### config.mk
export PLATFORM = sky130hd
export DESIGN_NAME = fft_sequencer
export DESIGN_NICKNAME = d
export VERILOG_FILES = /design/src/rtl/fft_sequencer.sv
export SDC_FILE = /design/constraint.sdc
export NUM_CORES = 1
export LEC_CHECK = 0
export ABC_AREA = 1
export CORE_UTILIZATION = 45
export DETAILED_ROUTE_END_ITERATION = 10
export GPL_ROUTABILITY_DRIVEN = 0
export PLACE_DENSITY = 0.77
export SETUP_SLACK_MARGIN = 0.05
export SLEW_MARGIN = 10
export SYNTH_ARGS = -nofsm -noshare
export SYNTH_HDL_FRONTEND = slang
export SYNTH_SLANG_ARGS = --single-unit
export TNS_END_PERCENT = 100
### constraint.sdc
create_clock -name clk -period 1.7 [get_ports clk]
set_input_delay 0.34 -clock clk [delete_from_list [all_inputs] [get_ports clk]]
set_output_delay 0.34 -clock clk [all_outputs]
set_load 0.02 [all_outputs]
### src/rtl/fft_sequencer.sv
// rtl/fft_sequencer.sv - frame controller around the fft core
// Loads one frame of samples, waits for compute, then streams the bins out.
module fft_sequencer #(
  parameter int width   = 16,
  parameter int N_2     = 5,
  parameter int TIMEOUT = 1024
) (
  input  logic               clk,
  input  logic               reset,
  input  logic               run,
  input  logic [width-1:0]   sample_in,
  input  logic               sample_valid,
  output logic               sample_ready,
  output logic               fft_clear,
  output logic               fft_load,
  output logic [width-1:0]   fft_rd,
  output logic               fft_start,
  input  logic               fft_done,
  output logic [N_2-1:0]     fft_rdadr,
  input  logic [2*width-1:0] fft_wd,
  output logic [2*width-1:0] out_data,
  output logic [N_2-1:0]     out_idx,
  output logic               out_valid,
  input  logic               out_ready,
  output logic               frame_done,
  output logic               busy,
  output logic               overrun,
  output logic               timeout
);

  localparam int TW = $clog2(TIMEOUT + 1);
  localparam logic [N_2:0]  FRAME_LEN = {1'b1, {N_2{1'b0}}};
  localparam logic [N_2:0]  LAST_BIN  = {1'b0, {N_2{1'b1}}};
  localparam logic [N_2:0]  CNT_ONE   = {{N_2{1'b0}}, 1'b1};
  localparam logic [TW-1:0] TMAX      = TW'(TIMEOUT);
  localparam logic [TW-1:0] TMO_ONE   = TW'(1);

  typedef enum logic [2:0] {
    S_IDLE,
    S_CLEAR,
    S_LOAD,
    S_COMPUTE,
    S_FETCH,
    S_PRESENT
  } state_t;

  state_t             state_q, state_d;
  logic [N_2:0]       smp_cnt_q, smp_cnt_d;
  logic [N_2:0]       bin_cnt_q, bin_cnt_d;
  logic [TW-1:0]      tmo_cnt_q, tmo_cnt_d;
  logic [TW-1:0]      tmo_inc;
  logic               fft_load_q, fft_load_d;
  logic [width-1:0]   fft_rd_q, fft_rd_d;
  logic [2*width-1:0] out_data_q, out_data_d;
  logic [N_2-1:0]     out_idx_q, out_idx_d;
  logic               overrun_q, overrun_d;
  logic               timeout_q, timeout_d;
  logic               accept;

  assign tmo_inc = tmo_cnt_q + TMO_ONE;

  always_comb begin
    state_d      = state_q;
    smp_cnt_d    = smp_cnt_q;
    bin_cnt_d    = bin_cnt_q;
    tmo_cnt_d    = '0;
    fft_load_d   = 1'b0;
    fft_rd_d     = fft_rd_q;
    out_data_d   = out_data_q;
    out_idx_d    = out_idx_q;
    overrun_d    = overrun_q;
    timeout_d    = timeout_q;
    sample_ready = 1'b0;
    fft_clear    = 1'b0;
    fft_start    = 1'b0;
    out_valid    = 1'b0;
    frame_done   = 1'b0;
    accept       = 1'b0;

    case (state_q)
      S_IDLE: begin
        if (run) state_d = S_CLEAR;
      end
      S_CLEAR: begin
        fft_clear = 1'b1;
        smp_cnt_d = '0;
        bin_cnt_d = '0;
        state_d   = S_LOAD;
      end
      S_LOAD: begin
        // A full counter closes the port for one cycle so fft_start trails the last load.
        sample_ready = (smp_cnt_q != FRAME_LEN);
        accept       = sample_ready && sample_valid;
        if (accept) begin
          smp_cnt_d  = smp_cnt_q + CNT_ONE;
          fft_load_d = 1'b1;
          fft_rd_d   = sample_in;
        end
        if (smp_cnt_q == FRAME_LEN) state_d = S_COMPUTE;
      end
      S_COMPUTE: begin
        fft_start = 1'b1;
        tmo_cnt_d = tmo_inc;
        if (fft_done) begin
          bin_cnt_d = '0;
          state_d   = S_FETCH;
        end else if (tmo_inc == TMAX) begin
          timeout_d = 1'b1;
          state_d   = S_IDLE;
        end
      end
      S_FETCH: begin
        out_data_d = fft_wd;
        out_idx_d  = bin_cnt_q[N_2-1:0];
        state_d    = S_PRESENT;
      end
      S_PRESENT: begin
        out_valid = 1'b1;
        if (out_ready) begin
          if (bin_cnt_q == LAST_BIN) begin
            frame_done = 1'b1;
            state_d    = run ? S_CLEAR : S_IDLE;
          end else begin
            bin_cnt_d = bin_cnt_q + CNT_ONE;
            state_d   = S_FETCH;
          end
        end
      end
      default: state_d = S_IDLE;
    endcase

    // An idle controller with run low is not expecting data, so offers then are not overruns.
    if (sample_valid && (state_q != S_LOAD) && ((state_q != S_IDLE) || run))
      overrun_d = 1'b1;
  end

  always_ff @(posedge clk) begin
    if (reset) begin
      state_q    <= S_IDLE;
      smp_cnt_q  <= '0;
      bin_cnt_q  <= '0;
      tmo_cnt_q  <= '0;
      fft_load_q <= 1'b0;
      fft_rd_q   <= '0;
      out_data_q <= '0;
      out_idx_q  <= '0;
      overrun_q  <= 1'b0;
      timeout_q  <= 1'b0;
    end else begin
      state_q    <= state_d;
      smp_cnt_q  <= smp_cnt_d;
      bin_cnt_q  <= bin_cnt_d;
      tmo_cnt_q  <= tmo_cnt_d;
      fft_load_q <= fft_load_d;
      fft_rd_q   <= fft_rd_d;
      out_data_q <= out_data_d;
      out_idx_q  <= out_idx_d;
      overrun_q  <= overrun_d;
      timeout_q  <= timeout_d;
    end
  end

  assign fft_load  = fft_load_q;
  assign fft_rd    = fft_rd_q;
  assign fft_rdadr = bin_cnt_q[N_2-1:0];
  assign out_data  = out_data_q;
  assign out_idx   = out_idx_q;
  assign busy      = (state_q != S_IDLE);
  assign overrun   = overrun_q;
  assign timeout   = timeout_q;

endmodule
# Word-level counts from Yosys, hierarchy flattened
# Index checks and enable logic that the tools add are counted.
[word_totals]
output_inout_bits = 67
regBits = 82
wordCells = 70
inputBits = 54
[op_classes]
bitwise = 3
add_sub_neg = 3
eq_ne = 17
reduce_logical = 15
muxes = 22
[ops]
columns = ["operator", "n"]
rows = [
  ["6-bit two-way mux", 4],
  ["3-bit two-way mux", 6],
  ["3-bit one-hot mux with 6 select lines", 1],
  ["6-bit one-hot mux with 3 select lines", 1],
  ["6-bit by 1-bit adder with 6-bit output (second input constant)", 2],
  ["2-bit inequality test (second input constant)", 6],
  ["6-bit one-hot mux with 2 select lines", 1],
  ["11-bit by 1-bit adder with 11-bit output (second input constant)", 1],
  ["11-bit equality test (second input constant)", 1],
  ["1-bit two-way mux", 9],
  ["4-bit AND reduction", 2],
  ["3-bit by 2-bit equality test with 1-bit output (second input constant)", 2],
  ["3-bit equality test (second input constant)", 2],
  ["6-bit by 5-bit equality test with 1-bit output (second input constant)", 1],
  ["6-bit equality test (second input constant)", 1],
  ["6-bit inequality test (second input constant)", 1],
  ["3-bit nonzero test", 2],
  ["2-bit AND reduction", 2],
  ["2-bit OR reduction", 2],
  ["3-bit by 1-bit equality test with 1-bit output (second input constant)", 1],
  ["1-bit logical AND", 3],
  ["3-bit logical NOT", 1],
  ["3-bit by 2-bit inequality test with 1-bit output (second input constant)", 1],
  ["3-bit inequality test (second input constant)", 1],
  ["other kinds (4)", 6],
]

# Longest topological paths before layout
# Gate-level depths: netlist of run 1.
[depth]
depth_word = 5
depth_mapped = 14
depth_no_buf = 14

# Least setup slack after synthesis of run 1
# Ideal clock, no wire load.
[synth_timing]
path_type = "register to register"
from = "register tmo_cnt_q[0]"
to = "register state_q[1]"
stages_incl_launch_ff = 13
period_less_slack_ps = 1540
arrival_ps = 1427
slack_ps = 160
required_ps = 1587
n_path_buf = 0
setup_ps = 113
cell_sequence = "dfxtp_1 -> ha_1 -> nand2_2 -> nor2_4 -> nand2_1 -> nand2_1 -> nand2_1 -> nor2_2 -> nand3_2 -> nand2_2 -> nand2_2 -> o21ai_1 -> inv_1"
[synth_between]
elab_chain_cells = 4
[synth_lines]
columns = ["element", "line_no", "text"]
rows = [
  ["start, declared", "50", "logic [TW-1:0] tmo_cnt_q, tmo_cnt_d;"],
  ["start signal, assigned", "153", "tmo_cnt_q <= tmo_cnt_d;"],
  ["11-bit by 1-bit adder with 11-bit output", "60", "assign tmo_inc = tmo_cnt_q + TMO_ONE;"],
  ["11-bit equality test", "107", "end else if (tmo_inc == TMAX) begin"],
  ["3-bit inequality test (no source line)", "--", ""],
  ["4-bit AND reduction (no source line)", "--", ""],
  ["end signal, assigned", "150", "state_q <= state_d;"],
  ["end, declared", "47", "state_t state_q, state_d;"],
]
# Every way passes these cells.
# A chain may end at the register's enable or synchronous reset.

# Final worst setup path of run 1
[layout_timing]
from = "register tmo_cnt_q[1]"
to = "register state_q[1]"
# Same word-level chain as after synthesis.

==> results of run 1 <==
[how the worst min path moves through the flow]
stage | start | endpoint | slack (ns) | cells after the start
2_1_floorplan | reset | state_q[2] | 0.41 | 1
3_3_place_gp | timeout | timeout | 0.44 | 2
3_5_place_dp | timeout | timeout | 0.44 | 2
4_1_cts | timeout | timeout | 0.45 | 2
5_1_grt | timeout | timeout | 0.48 | 2
6_report | timeout | timeout | 0.45 | 2
[cell usage in the layout (no fill, tap or decap), types with 2 or more instances in the layout]
| cell type | Yosys | final |
|---|---|---|
| buf_12 | 0 | 2 |
| clkbuf_1 | 14 | 2 |
| ha_4 | 0 | 2 |
| o21ai_1 | 18 | 17 |
| dfxtp_1 | 82 | 71 |
| xor2_1 | 3 | 3 |
| buf_4 | 5 | 38 |
| buf_2 | 3 | 3 |
| nand3_2 | 1 | 6 |
| nor3_1 | 3 | 3 |
| dlymetal6s2s_1 | 0 | 26 |
| nand2_1 | 65 | 56 |
| nor2_2 | 6 | 9 |
| nor2_4 | 3 | 6 |
| inv_1 | 31 | 28 |
| nand4_1 | 5 | 5 |
| nand3_1 | 32 | 27 |
| inv_2 | 6 | 9 |
| nand3b_1 | 2 | 2 |
| o21ai_0 | 25 | 25 |
| a21oi_1 | 31 | 31 |
| nor2_1 | 98 | 92 |
| nand2_4 | 0 | 2 |
| dfxtp_2 | 0 | 10 |
| clkbuf_8 | 0 | 9 |
| dlygate4sd2_1 | 0 | 33 |
| bufinv_16 | 0 | 2 |
| clkdlybuf4s50_1 | 0 | 55 |
| clkinv_2 | 0 | 2 |
| nand2_2 | 7 | 14 |
[through the flow]
| stage | setup WS [ns] | power [µW] | hold slack [ns] | util, % | instances |
|---|---|---|---|---|---|
| floorplan | 0.160 | 3020 | 0.409 | - | 454 |
| global placement | -0.324 | 3740 | 0.439 | 66.9 | 683 |
| detailed placement | -0.320 | 3780 | 0.442 | 66.9 | 683 |
| CTS | 0.0513 | 5210 | 0.454 | 69.1 | 699 |
| global route | -0.0887 | 5510 | 0.475 | 72.3 | 703 |
| finish | 0.0450 | 5250 | 0.450 | 72.3 | 703 |
[timing repair]
action,in CTS,in global routing
setup endpoints to repair,41,37
pin swaps,4,18
buffers inserted,0,4
resized for setup,67,68
[cells by family (layout without fill, tap and decap cells)]
kind of cell | Yosys count | count (layout) | synth area share [%]
flip-flops | 82 | 82 | 48.8
buffers and inverters | 62 | 212 | 7.59
adder cells (fa/ha/maj) | 4 | 4 | 1.49
XOR/XNOR | 3 | 3 | 0.782
AO/OA/AOI/OAI | 76 | 76 | 11.4
AND/OR/NAND/NOR | 227 | 227 | 29.9
[routing by layer]
metal  wire length [µm]  track usage, %  vias up
met1               3690            24.6     1605
met4                160            9.09        0
li1                   -               -     1736
met3                557            7.74       13
met5                  0               0        -
met2               4620            39.3       84
[layout make-up]
class	count	area share, %
multi-input combinational	310	30.4
tap	99	2.36
inverter	38	2.72
clock buffer	11	2.50
clock inverter	5	1.50
sequential	82	31.6
timing repair buffer	158	28.9
[registers in the layout, summed over array words and instances, names as in the netlist]
name and flops:
overrun 1, out_idx 5, bin_cnt_q 6, smp_cnt_q 6, fft_load 1, out_data 32, timeout 1, tmo_cnt_q 11
state_q 3, fft_rd 16
[power breakdown]
| part | leakage (µW) | internal (µW) | switching, µW |
|---|---|---|---|
| clock | 0.000107 | 827 | 689 |
| sequential | 0.000668 | 2070 | 84.4 |
| combinational | 0.00187 | 681 | 898 |
| total | 0.00264 | 3580 | 1670 |
[tightest hold or removal path: stages (launching register included)]
cell and delay [ns]:
dfxtp_1 0.31, inv_1 0.04, a21oi_1 0.05
==> flow_metrics.tcl, run 1 <==
set metrics [dict create \
    finalClockSkew_ns 0.00420 \
    synth_most_common_cell "nor2_1" \
    vias 3438 \
    ys_seq_area_share_pct 48.8 \
    synth_top_area_share_pct 48.8 \
    core_area_um2 7250 \
    dp_hpwl_mm 6.26 \
    reg2reg_to "state_q[1]" \
    p_leak_uw 0.00264 \
    nNetsFinal 657 \
    seqCellArea_um2 1660 \
    cts_hold_buf 0 \
    layout-drive-gt1-share_pct 20.4 \
    synthesis.nets 512 \
    worstRegToRegCells 12 \
    grt_pass1_vias 3166 \
    dr.pass1.iters 4 \
    worstPathCellList "ha_4, nand2_4, nor2_4, inv_1, nand2_2, nand3_2, nor2_4, nand3_2, nand2_2, nand2_4, o21ai_2, inv_1" \
    htree_num_levels 3 \
    grt.overflow.total 0 \
    die_y_um 88.4 \
    synth_edf_count 0 \
    rsz0062_at_grt "yes" \
    end_kind "register" \
    report.final.hold_viol_count 0 \
    cp_max_fo 7 \
    crit_type "reg -> reg" \
    numCtsBuffers 9 \
    cts_tree "built" \
    antenna_found_initial 0 \
    placed_cell_area_um2 4850 \
    multi_input_area_um2 1590 \
    syn_area_um2 3360 \
    vdd_drop_max_v 0.000682 \
    min_period_over_period_pct 97.4 \
    critPathSlowestCell "dfxtp_4" \
    endpoint "state_q[1]" \
    clk_path_buf_depth 2 \
    die_width_um 88.4 \
    synth.largest_area_cell "dfxtp_1" \
    ys.flop_type "dfxtp_1" \
    start_kind "register" \
    totalNegativeSetupSlack_ns 0 \
    root_buffer "clkbuf_8" \
    synthArstFlopShare_pct 0 \
    dieArea_um2 7820 \
    crit_required_ns 1.95 \
    antenna_cells 0 \
    n_fill_cell 598 \
    status "finished clean" \
    start_util_pct 46.3 \
    fp-row-count 31 \
    synth.top_cells.by_count "nor2_1, dfxtp_1, nand2_1, nand3_1" \
    worstHoldPathType "reg -> reg" \
    power.density_nw_per_um2 1000 \
    rrSetupSlack_ns 0.04 \
    drt_wl_total_mm 9.04 \
    grt_max_degree 35 \
    finish.instance_area_um2 5250 \
    synthTopCellsByArea "dfxtp_1, nor2_1, nand2_1" \
    ys_warn_count 0 \
    cap_violations 0 \
    path_clk_slew_ns 0.08 \
    track_usage_pct 22.4 \
    crit_start "tmo_cnt_q[1]" \
    grt_pass1_wl_mm 13.6 \
    io_pins 121 \
    ys_seq_elements 82 \
    worst-path-buf-inv 2 \
    routedWlPerCell_um 12.9 \
    slew-limit-headroom_pct 74.0 \
    finalCriticalPeriod_ns 1.66 \
    setup_viol 0 \
    syn_inst 454 \
    post_synth.cell_area_avg_um2 7.40 \
    worstPathArrival_ns 1.90 \
    worstMarginPinSlew_ns 0.389 \
    vias_per_cell 4.89 \
    clk_latency_ns 0.34 \
    drc 0 \
    ant_nets 0 \
    r2r-start "tmo_cnt_q[1]" \
    cts.sinks 82 \
    maxSlewViolCount 0 \
    clock.fmax_mhz 604 \
    portBuffers 120 \
    crit_family "simple AND/OR/NAND/NOR gates" \
    drt_iter0_drc 118 \
    synth.distinct_cells 29 \
    syn_to_final_growth_pct 56.1 \
    max_stage_delay_ns 0.38 \
    worstSetupPathDepth 12 \
]
(Power assumes the default switching activity.)
==> run 2, diff against run 1 <==
--- a/config.mk
+++ b/config.mk
@@ -6,10 +6,11 @@
 export NUM_CORES = 1
 export LEC_CHECK = 0
 export ABC_AREA = 1
-export CORE_UTILIZATION = 45
+export CORE_UTILIZATION = 40
 export DETAILED_ROUTE_END_ITERATION = 10
 export GPL_ROUTABILITY_DRIVEN = 0
-export PLACE_DENSITY = 0.77
+export GPL_TIMING_DRIVEN = 0
+export PLACE_DENSITY = 0.73
 export SETUP_SLACK_MARGIN = 0.05
 export SLEW_MARGIN = 10
 export SYNTH_ARGS = -nofsm -noshare
==> constraint.sdc (replaced) <==
create_clock -name clk -period 1.4 [get_ports clk]
set_input_delay 0.28 -clock clk [delete_from_list [all_inputs] [get_ports clk]]
set_output_delay 0.28 -clock clk [all_outputs]
set_load 0.02 [all_outputs]
==> flow_metrics.tcl, run 2 (same netlist as run 1, synthesis figures left out) <==
set metrics [dict create \
    status "complete, but fails checks" \
    failed_checks "setup timing" \
    fp-row-count 33 \
    worstPathArrival_ns 1.42 \
    ant_nets 0 \
    vias 3773 \
    maxSlewViolCount 0 \
    root_buffer "clkbuf_8" \
    p_comb_share_pct 38.3 \
    clk_latency_ns 0.36 \
    grt_max_degree 14 \
    clock.fmax_mhz 589 \
    p_int_uw 5200 \
    p_switching_uw 2570 \
    antenna_found_initial 0 \
    start_kind "register" \
    finalClockSkew_ns 0.00778 \
    layout-drive-gt1-share_pct 36.2 \
    final_common_cell "nor2_1" \
    worstHoldPathType "in -> reg" \
    grt_pass1_vias 3401 \
    start_util_pct 41.1 \
    report.final.hold_viol_count 0 \
    post-route-util_pct 74.6 \
    placed_cell_area_um2 4730 \
    worstPathCellList "inv_1, nor2_1, nand4_1, inv_2, nor2_4, buf_6, buf_6" \
    syn_to_final_growth_pct 81.5 \
    io_pins 121 \
    cp_max_fo 3 \
    cts.sinks 82 \
    portBuffers 119 \
    power_frac_clock_pct 27.1 \
    die_width_um 93.7 \
    setup_viol 60 \
    cts_tree "built" \
    routedWlPerCell_um 15.4 \
    dr.pass1.iters 6 \
    final.setup.worst_slack_ns -0.298 \
    power.density_nw_per_um2 1270 \
    totalNegativeSetupSlack_ns -4.30 \
    clk_path_buf_depth 2 \
    pre_cts_ws_ns -0.719 \
    finalCriticalPeriod_ns 1.70 \
    numCtsBuffers 9 \
    worstMarginPinSlew_ns 0.480 \
    drc 0 \
    sw_frac_of_total_pct 33.1 \
    multi_input_area_um2 1910 \
    n_fill_cell 546 \
    seq_power_share_pct 34.7 \
    critPathSlowestCell "dfxtp_1" \
    drt_wl_total_mm 11.6 \
    vdd_drop_max_v 0.000701 \
    seqCellArea_um2 1670 \
    min_period_over_period_pct 121 \
    cap_violations 0 \
    max_stage_delay_ns 0.33 \
    nNetsFinal 701 \
    dieArea_um2 8770 \
    htree_num_levels 3 \
    drt_iter0_drc 114 \
    dp_hpwl_mm 6.27 \
    grt.overflow.total 0 \
    cpMostUsedCell "buf_6" \
    die_y_um 93.7 \
    antenna_cells 0 \
    core_area_um2 8180 \
    worst-path-buf-inv 4 \
    layout_common_cells "nor2_1, dfxtp_1, nand2_1" \
    slew-limit-headroom_pct 68.0 \
    vias_per_cell 5.02 \
    p_leak_uw 0.00259 \
    crit_required_ns 1.12 \
    end_kind "output port" \
    path_clk_slew_ns 0.09 \
    largest_register_ffs 32 \
    track_usage_pct 22.6 \
    grt_pass1_wl_mm 15.5 \
    crit_family "buffers and inverters" \
    finish.instance_area_um2 6100 \
    crit_type "reg -> out" \
    rsz0062_at_grt "yes" \
]
run 2: path summary, 6_finish.rpt:
| kind | cells past startpoint | endpoint | slack, ns | from |
|---|---|---|---|---|
| worst min register to register | 2 | timeout | 0.45 | timeout |
| worst min-delay path | 3 | fft_rd[1] | 0.38 | sample_valid |
| worst max register to register | 12 | state_q[1] | -0.25 | tmo_cnt_q[1] |
| worst max-delay path | 7 | sample_ready | -0.30 | smp_cnt_q[5] |
run 2: layer usage:
layer  vias up  routed length, µm  track usage [%]
met5         -                  0                0
met4         0                250             8.85
met3        20                806             6.88
met2       152               6080             39.2
met1      1759               4420             26.0
li1       1842                  -                -
run 2: worst min-delay path, stage by stage:
cell and delay, ns:
clkbuf_1 0.22, nand3_1 0.15, a21oi_1 0.05
run 2: power groups by stage:
| stage | Clock (µW) | Sequential [µW] | Combinational, µW |
|---|---|---|---|
| after floorplan | 0 | 2840 | 891 |
| after global placement | 0 | 2710 | 1720 |
| after detailed placement | 0 | 2720 | 1750 |
| after CTS | 2090 | 2690 | 2280 |
| after global routing | 2200 | 2710 | 3150 |
| final | 2100 | 2690 | 2970 |
run 2: area by class of cell:
cell class              instances  area share [%]
flip-flops and latches         82            27.4
plain buffers                  22            3.36
well taps                     105            2.15
multi-input cells             311            31.3
repair buffers                178            28.8
clock inverters                 5            1.68
repair inverters                1           0.185
clock buffers                  10            2.26
inverters                      38            2.79
run 2: through the flow:
step	instances	power, µW	hold slack (ns)
2_1_floorplan	454	3730	0.349
3_3_place_gp	678	4430	0.439
3_5_place_dp	678	4460	0.448
4_1_cts	729	7060	0.372
5_1_grt	752	8060	0.401
6_report	752	7770	0.382
run 2: timing repair:
item / 4_1_cts / 5_1_grt
hold buffers: 0 / 0
pin swaps: 24 / 25
setup endpoints to repair: 146 / 109
cloned: 0 / 10
resized for setup: 205 / 146
buffers inserted: 37 / 16
==> variant 1: new RTL, settings of run 2 <==
Re-encode `state_t` (6 states) as Gray code, 3 bits wide.
--- a/src/rtl/fft_sequencer.sv
+++ b/src/rtl/fft_sequencer.sv
@@ -36,12 +36,12 @@
   localparam logic [TW-1:0] TMO_ONE   = TW'(1);
 
   typedef enum logic [2:0] {
-    S_IDLE,
-    S_CLEAR,
-    S_LOAD,
-    S_COMPUTE,
-    S_FETCH,
-    S_PRESENT
+    S_IDLE    = 3'b000,
+    S_CLEAR   = 3'b001,
+    S_LOAD    = 3'b011,
+    S_COMPUTE = 3'b010,
+    S_FETCH   = 3'b110,
+    S_PRESENT = 3'b111
   } state_t;
 
   state_t             state_q, state_d;
Check against the original RTL: no difference found for any inputs over 10 cycles, from zero or initial values and one cycle with reset high; not proved beyond that.
==> variant 1 against run 2 <==
  * The flow still finishes with violations (negative setup slack)
  * Final area fell by 1.6%
  * Sequential cell count stayed put
  * Power grew 1.9%
  * Die area increased by 1.4%
  * Combinational power up 12%
  * Hold slack improved by 0.068 ns
  * Area after synthesis increased by 1.4%
  * Sequential power increased by 4%
  * Wire length down 5.6%
  * Setup slack improved by 0.021 ns
==> variant 1: results (changes against run 2) <==
* Largest net degree at the start of global routing at 15 (was 14)
* Post-synthesis cell type count at 31 (was 29)
* Top cells by area, synth: dfxtp_1, nor2_1, nand2_1 (unchanged)
* Maximum vdd drop at 0.712 mV (was 0.701 mV)
* Failing checks: negative setup slack (unchanged)
* Syn_nets at 524 (was 512)
* Final setup vio count at 68 (was 60)
* Critical path's largest stage delay at 0.39 ns (was 0.33 ns)
* Pint at 4.99 mW (was 5.20 mW)
* Ratio of cells with drive above 1 in the final layout at 33.2% (was 36.2%)
* First-pass GRT wire length at 15,200 um (was 15,500 um)
* Worst Path Arrival at 1.40 ns (was 1.42 ns)
* Vias at 3,738 (was 3,773)
* Number of port buffers at 120 (was 119)
* Post-DP HPWL at 6700 um (was 6270 um)
* Final setup margin at -0.276 ns (was -0.298 ns)
* Net count, final at 700 (was 701)
* Crit-path slowest cell: dfxtp_4 (was dfxtp_1)
* Run status: finished, violations left (unchanged)
* Placed Cells incl. Taps at 691 (was 678)
* Overall routing resource usage at 22.1% (was 22.6%)
* Wirelength per Cell at 14.5 um (was 15.4 um)
* Seq/Total Area, Yosys at 48.2% (was 48.8%)
* Worst-path maximum fanout at 4 (was 3)
* Relative slew margins at 68.5% (was 68.0%)
* Synth Area per Inst at 7.31 um2 (was 7.40 um2)
-- variant 1: changes by cell type after synthesis, sizes merged, moves of 3 or more --
cell / before / now
nand2: 72 / 95
nand3: 33 / 23
inv: 37 / 41
nand4: 5 / 1
a21oi: 31 / 34
xor2: 3 / 0
-- variant 1: cell families after synthesis --
| family | share of synthesized area [%] |
|---|---|
| adder cells (fa/ha/maj) | 1.47 |
| AND/OR/NAND/NOR | 29.6 |
| AO/OA/AOI/OAI | 12.7 |
| buffers and inverters | 8.11 |
| flip-flops | 48.2 |
-- variant 1: worst paths after layout --
check        slack, ns          from      endpoint  cells past startpoint
max              -0.28    state_q[0]    frame_done                      5
min               0.45  tmo_cnt_q[0]  tmo_cnt_q[0]                      1
max reg2reg      -0.27  tmo_cnt_q[0]    state_q[2]                     12
min reg2reg       0.45  tmo_cnt_q[0]  tmo_cnt_q[0]                      1
-- variant 1: what timing repair did --
action / in CTS / in global routing
setup buffers: 25 / 21
gates cloned: 1 / 2
pin swaps: 17 / 19
setup endpoints to repair: 139 / 126
resized for setup: 183 / 160
-- variant 1: area by class of cell --
type | instances | area (um2)
tap | 105 | 131
clock buffer | 11 | 141
sequential | 82 | 1680
inverter | 41 | 190
timing repair buffer | 165 | 1620
buffer | 22 | 170
clock inverter | 5 | 62.6
multi-input combinational | 321 | 2010
fill | 585 | 2210
-- variant 1: layer usage --
metal  share of wire [%]  wire length, um  vias to the layer above  global-route usage (%)
met1                  39             4240                     1778                    24.2
met3                 7.6              828                       23                    8.01
met2                  51             5610                      108                    38.9
li1                    -                -                     1829                       -
met4                 2.1              228                        0                    7.95
met5                   0                0                        -                       0
-- variant 1: stage by stage --
| step | setup WS [ns] | area, um2 | utilization, % | TNS [ns] | hold WS [ns] |
|---|---|---|---|---|---|
| after floorplan | -0.0518 | 3500 | - | -0.152 | 0.415 |
| after global placement | -0.565 | 4830 | 58.8 | -20.45 | 0.441 |
| after detailed placement | -0.630 | 4830 | 58.8 | -23.28 | 0.449 |
| after CTS | -0.245 | 5360 | 65.3 | -9.53 | 0.456 |
| after global routing | -0.362 | 6000 | 73.1 | -15.28 | 0.470 |
| final | -0.276 | 6000 | 73.1 | -8.40 | 0.450 |
-- variant 1: power by group through the flow --
stage                     sequential, mW  combinational, mW  clock (mW)
after CTS                           2.78               2.63        1.81
after detailed placement            2.81               2.33           0
after floorplan                     2.98               1.28           0
final                               2.80               3.32        1.80
after global routing                2.83               3.55        1.92
after global placement              2.81               2.30           0
-- variant 1: critical path, delay by kind of cell, from the launching register on --
kind / cells / cell delay (ns)
flops: 1 / 0.39
simple gates: 2 / 0.36
buf+inv: 3 / 0.29
==> variant 2: new RTL, flow settings as in run 2 <==
Without the edit above. The parameter `TIMEOUT` goes from 1024 to 2048.
--- a/src/rtl/fft_sequencer.sv
+++ b/src/rtl/fft_sequencer.sv
@@ -3,7 +3,7 @@
 module fft_sequencer #(
   parameter int width   = 16,
   parameter int N_2     = 5,
-  parameter int TIMEOUT = 1024
+  parameter int TIMEOUT = 2048
 ) (
   input  logic               clk,
   input  logic               reset,
Check against the original RTL: no difference found for any inputs over 10 cycles, from zero or initial values and one cycle with reset high; that may be too few to reach the edited logic, so the function may still have changed.
==> variant 2 against run 2 <==
  * The run still ends with negative setup slack left
  * Final area increased by 1.7%
  * Sequential cell count increased by 1
  * Hold slack worse by 0.086 ns
  * Largest power group unchanged
  * Wire length increased by 9.4%
  * Critical endpoint unchanged
  * Clock power is 2% higher
  * Via count is 3.0% higher
  * Clock skew up 0.0049 ns
  * Area after synthesis grew 3.2%
  * Power up 26%
  * Sequential share of layout area is 0.21 points higher
  * Highest routed layer unchanged
  * Setup slack worse by 0.083 ns
  * Register-to-register slack got worse by 0.02 ns
  * Final cell count up 0.53%
==> variant 2: results (changes against run 2) <==
* Run status: finished, violations left (unchanged)
* Failing checks: negative setup slack (unchanged)
* Worst Path Arrival at 1.50 ns (was 1.42 ns)
* Post-DP HPWL at 6750 um (was 6270 um)
* Post-synthesis cell type count at 36 (was 29)
* Setup crit start: smp_cnt_q[0] (was smp_cnt_q[5])
* Vias at 3,885 (was 3,773)
* Least-Margin Pin Slew at 0.688 ns (was 0.480 ns)
* Fillers at 550 (was 546)
* Maximum vdd drop at 0.905 mV (was 0.701 mV)
* Clk_skew at 0.0127 ns (was 0.00778 ns)
* FF-to-FF setup slack at -0.27 ns (was -0.25 ns)
* Final setup margin at -0.380 ns (was -0.298 ns)
* Syn_nets at 521 (was 512)
* Vias in the first global route at 3,568 (was 3,401)
* Detailed Routing Iterations Pass 1 at 4 (was 6)
* Sequential cells at 83 (was 82)
* Final setup vio count at 40 (was 60)
* Reg2reg end: bin_cnt_q[2] (was state_q[1])
* Net count, final at 705 (was 701)
* Area of the multi-input gates at 2040 um2 (was 1910 um2)
* Pint at 6.11 mW (was 5.20 mW)
* Bufs w/o clock at 197 (was 200)
* Post-synth top cells: nor2_1, dfxtp_1, nand2_1 (unchanged)
* Seq/Total Area, Yosys at 47.9% (was 48.8%)
* Initial drt markers at 164 (was 114)
* Routed wire length at 12,600 um (was 11,600 um)
* Sequential cell area share at 27.6% (was 27.4%)
* Top cells by area, synth: dfxtp_1, nor2_1, nand2_1 (unchanged)
* Comb_multi_in at 320 (was 311)
* Ratio of cells with drive above 1 in the final layout at 39.3% (was 36.2%)
* Critical R2R Launch: state_q[0] (was tmo_cnt_q[1])
* R2R depth at 10 (was 12)
* Worst-path maximum fanout at 2 (was 3)
* Layout non-clock buf frac at 30.6% (was 32.2%)
* Layout clock buffer count at 11 (was 10)
==> variant 2: stage by stage <==
stage / TNS [ns] / cells / cell area (um2) / worst slack [ns] / hold WS, ns
after CTS: -2.68 / 737 / 5590 / -0.297 / 0.282
final: -5.79 / 756 / 6200 / -0.380 / 0.296
after global routing: -8.50 / 756 / 6200 / -0.430 / 0.300
after floorplan: 0 / 463 / 3500 / 0.0187 / 0.351
after detailed placement: -23.87 / 687 / 4820 / -0.599 / 0.458
after global placement: -21.73 / 687 / 4820 / -0.587 / 0.451
==> variant 2: worst min-delay path, cell delays in order <==
cell and delay, ns:
buf_2 0.18, nand3_1 0.10, a21oi_1 0.05
==> variant 2: per-layer routing <==
layer | track usage, % | wire length [um]
met3 | 6.70 | 666
met2 | 42.3 | 6650
met4 | 10.6 | 377
met1 | 27.9 | 4950
met5 | 0 | 0
==> variant 2: logic make-up (layout without fill, tap and decap cells) <==
family                     after synthesis  after routing  synth area share [%]
buffers and inverters                   60            248                  7.47
AOI/OAI and AO/OA                       82             82                  12.3
DFF                                     83             83                  47.9
adders and majority gates                4              4                  1.44
and+or+nand+nor                        231            231                  30.1
xor gates and xnor gates                 3              3                 0.758
==> variant 2: power by group through the flow <==
stage / sequential (mW) / clock, mW / combinational, mW
2_1_floorplan: 3.60 / 0 / 1.30
5_1_grt: 3.22 / 2.23 / 4.72
3_3_place_gp: 3.12 / 0 / 3.05
6_report: 3.17 / 2.15 / 4.46
3_5_place_dp: 3.15 / 0 / 3.10
4_1_cts: 3.12 / 2.12 / 3.55
==> variant 2: timing repair <==
action,CTS,global route
endpoints found under the setup margin,140,127
resized for setup,231,218
setup buffers,35,22
pin swaps,34,35
gates cloned,2,1
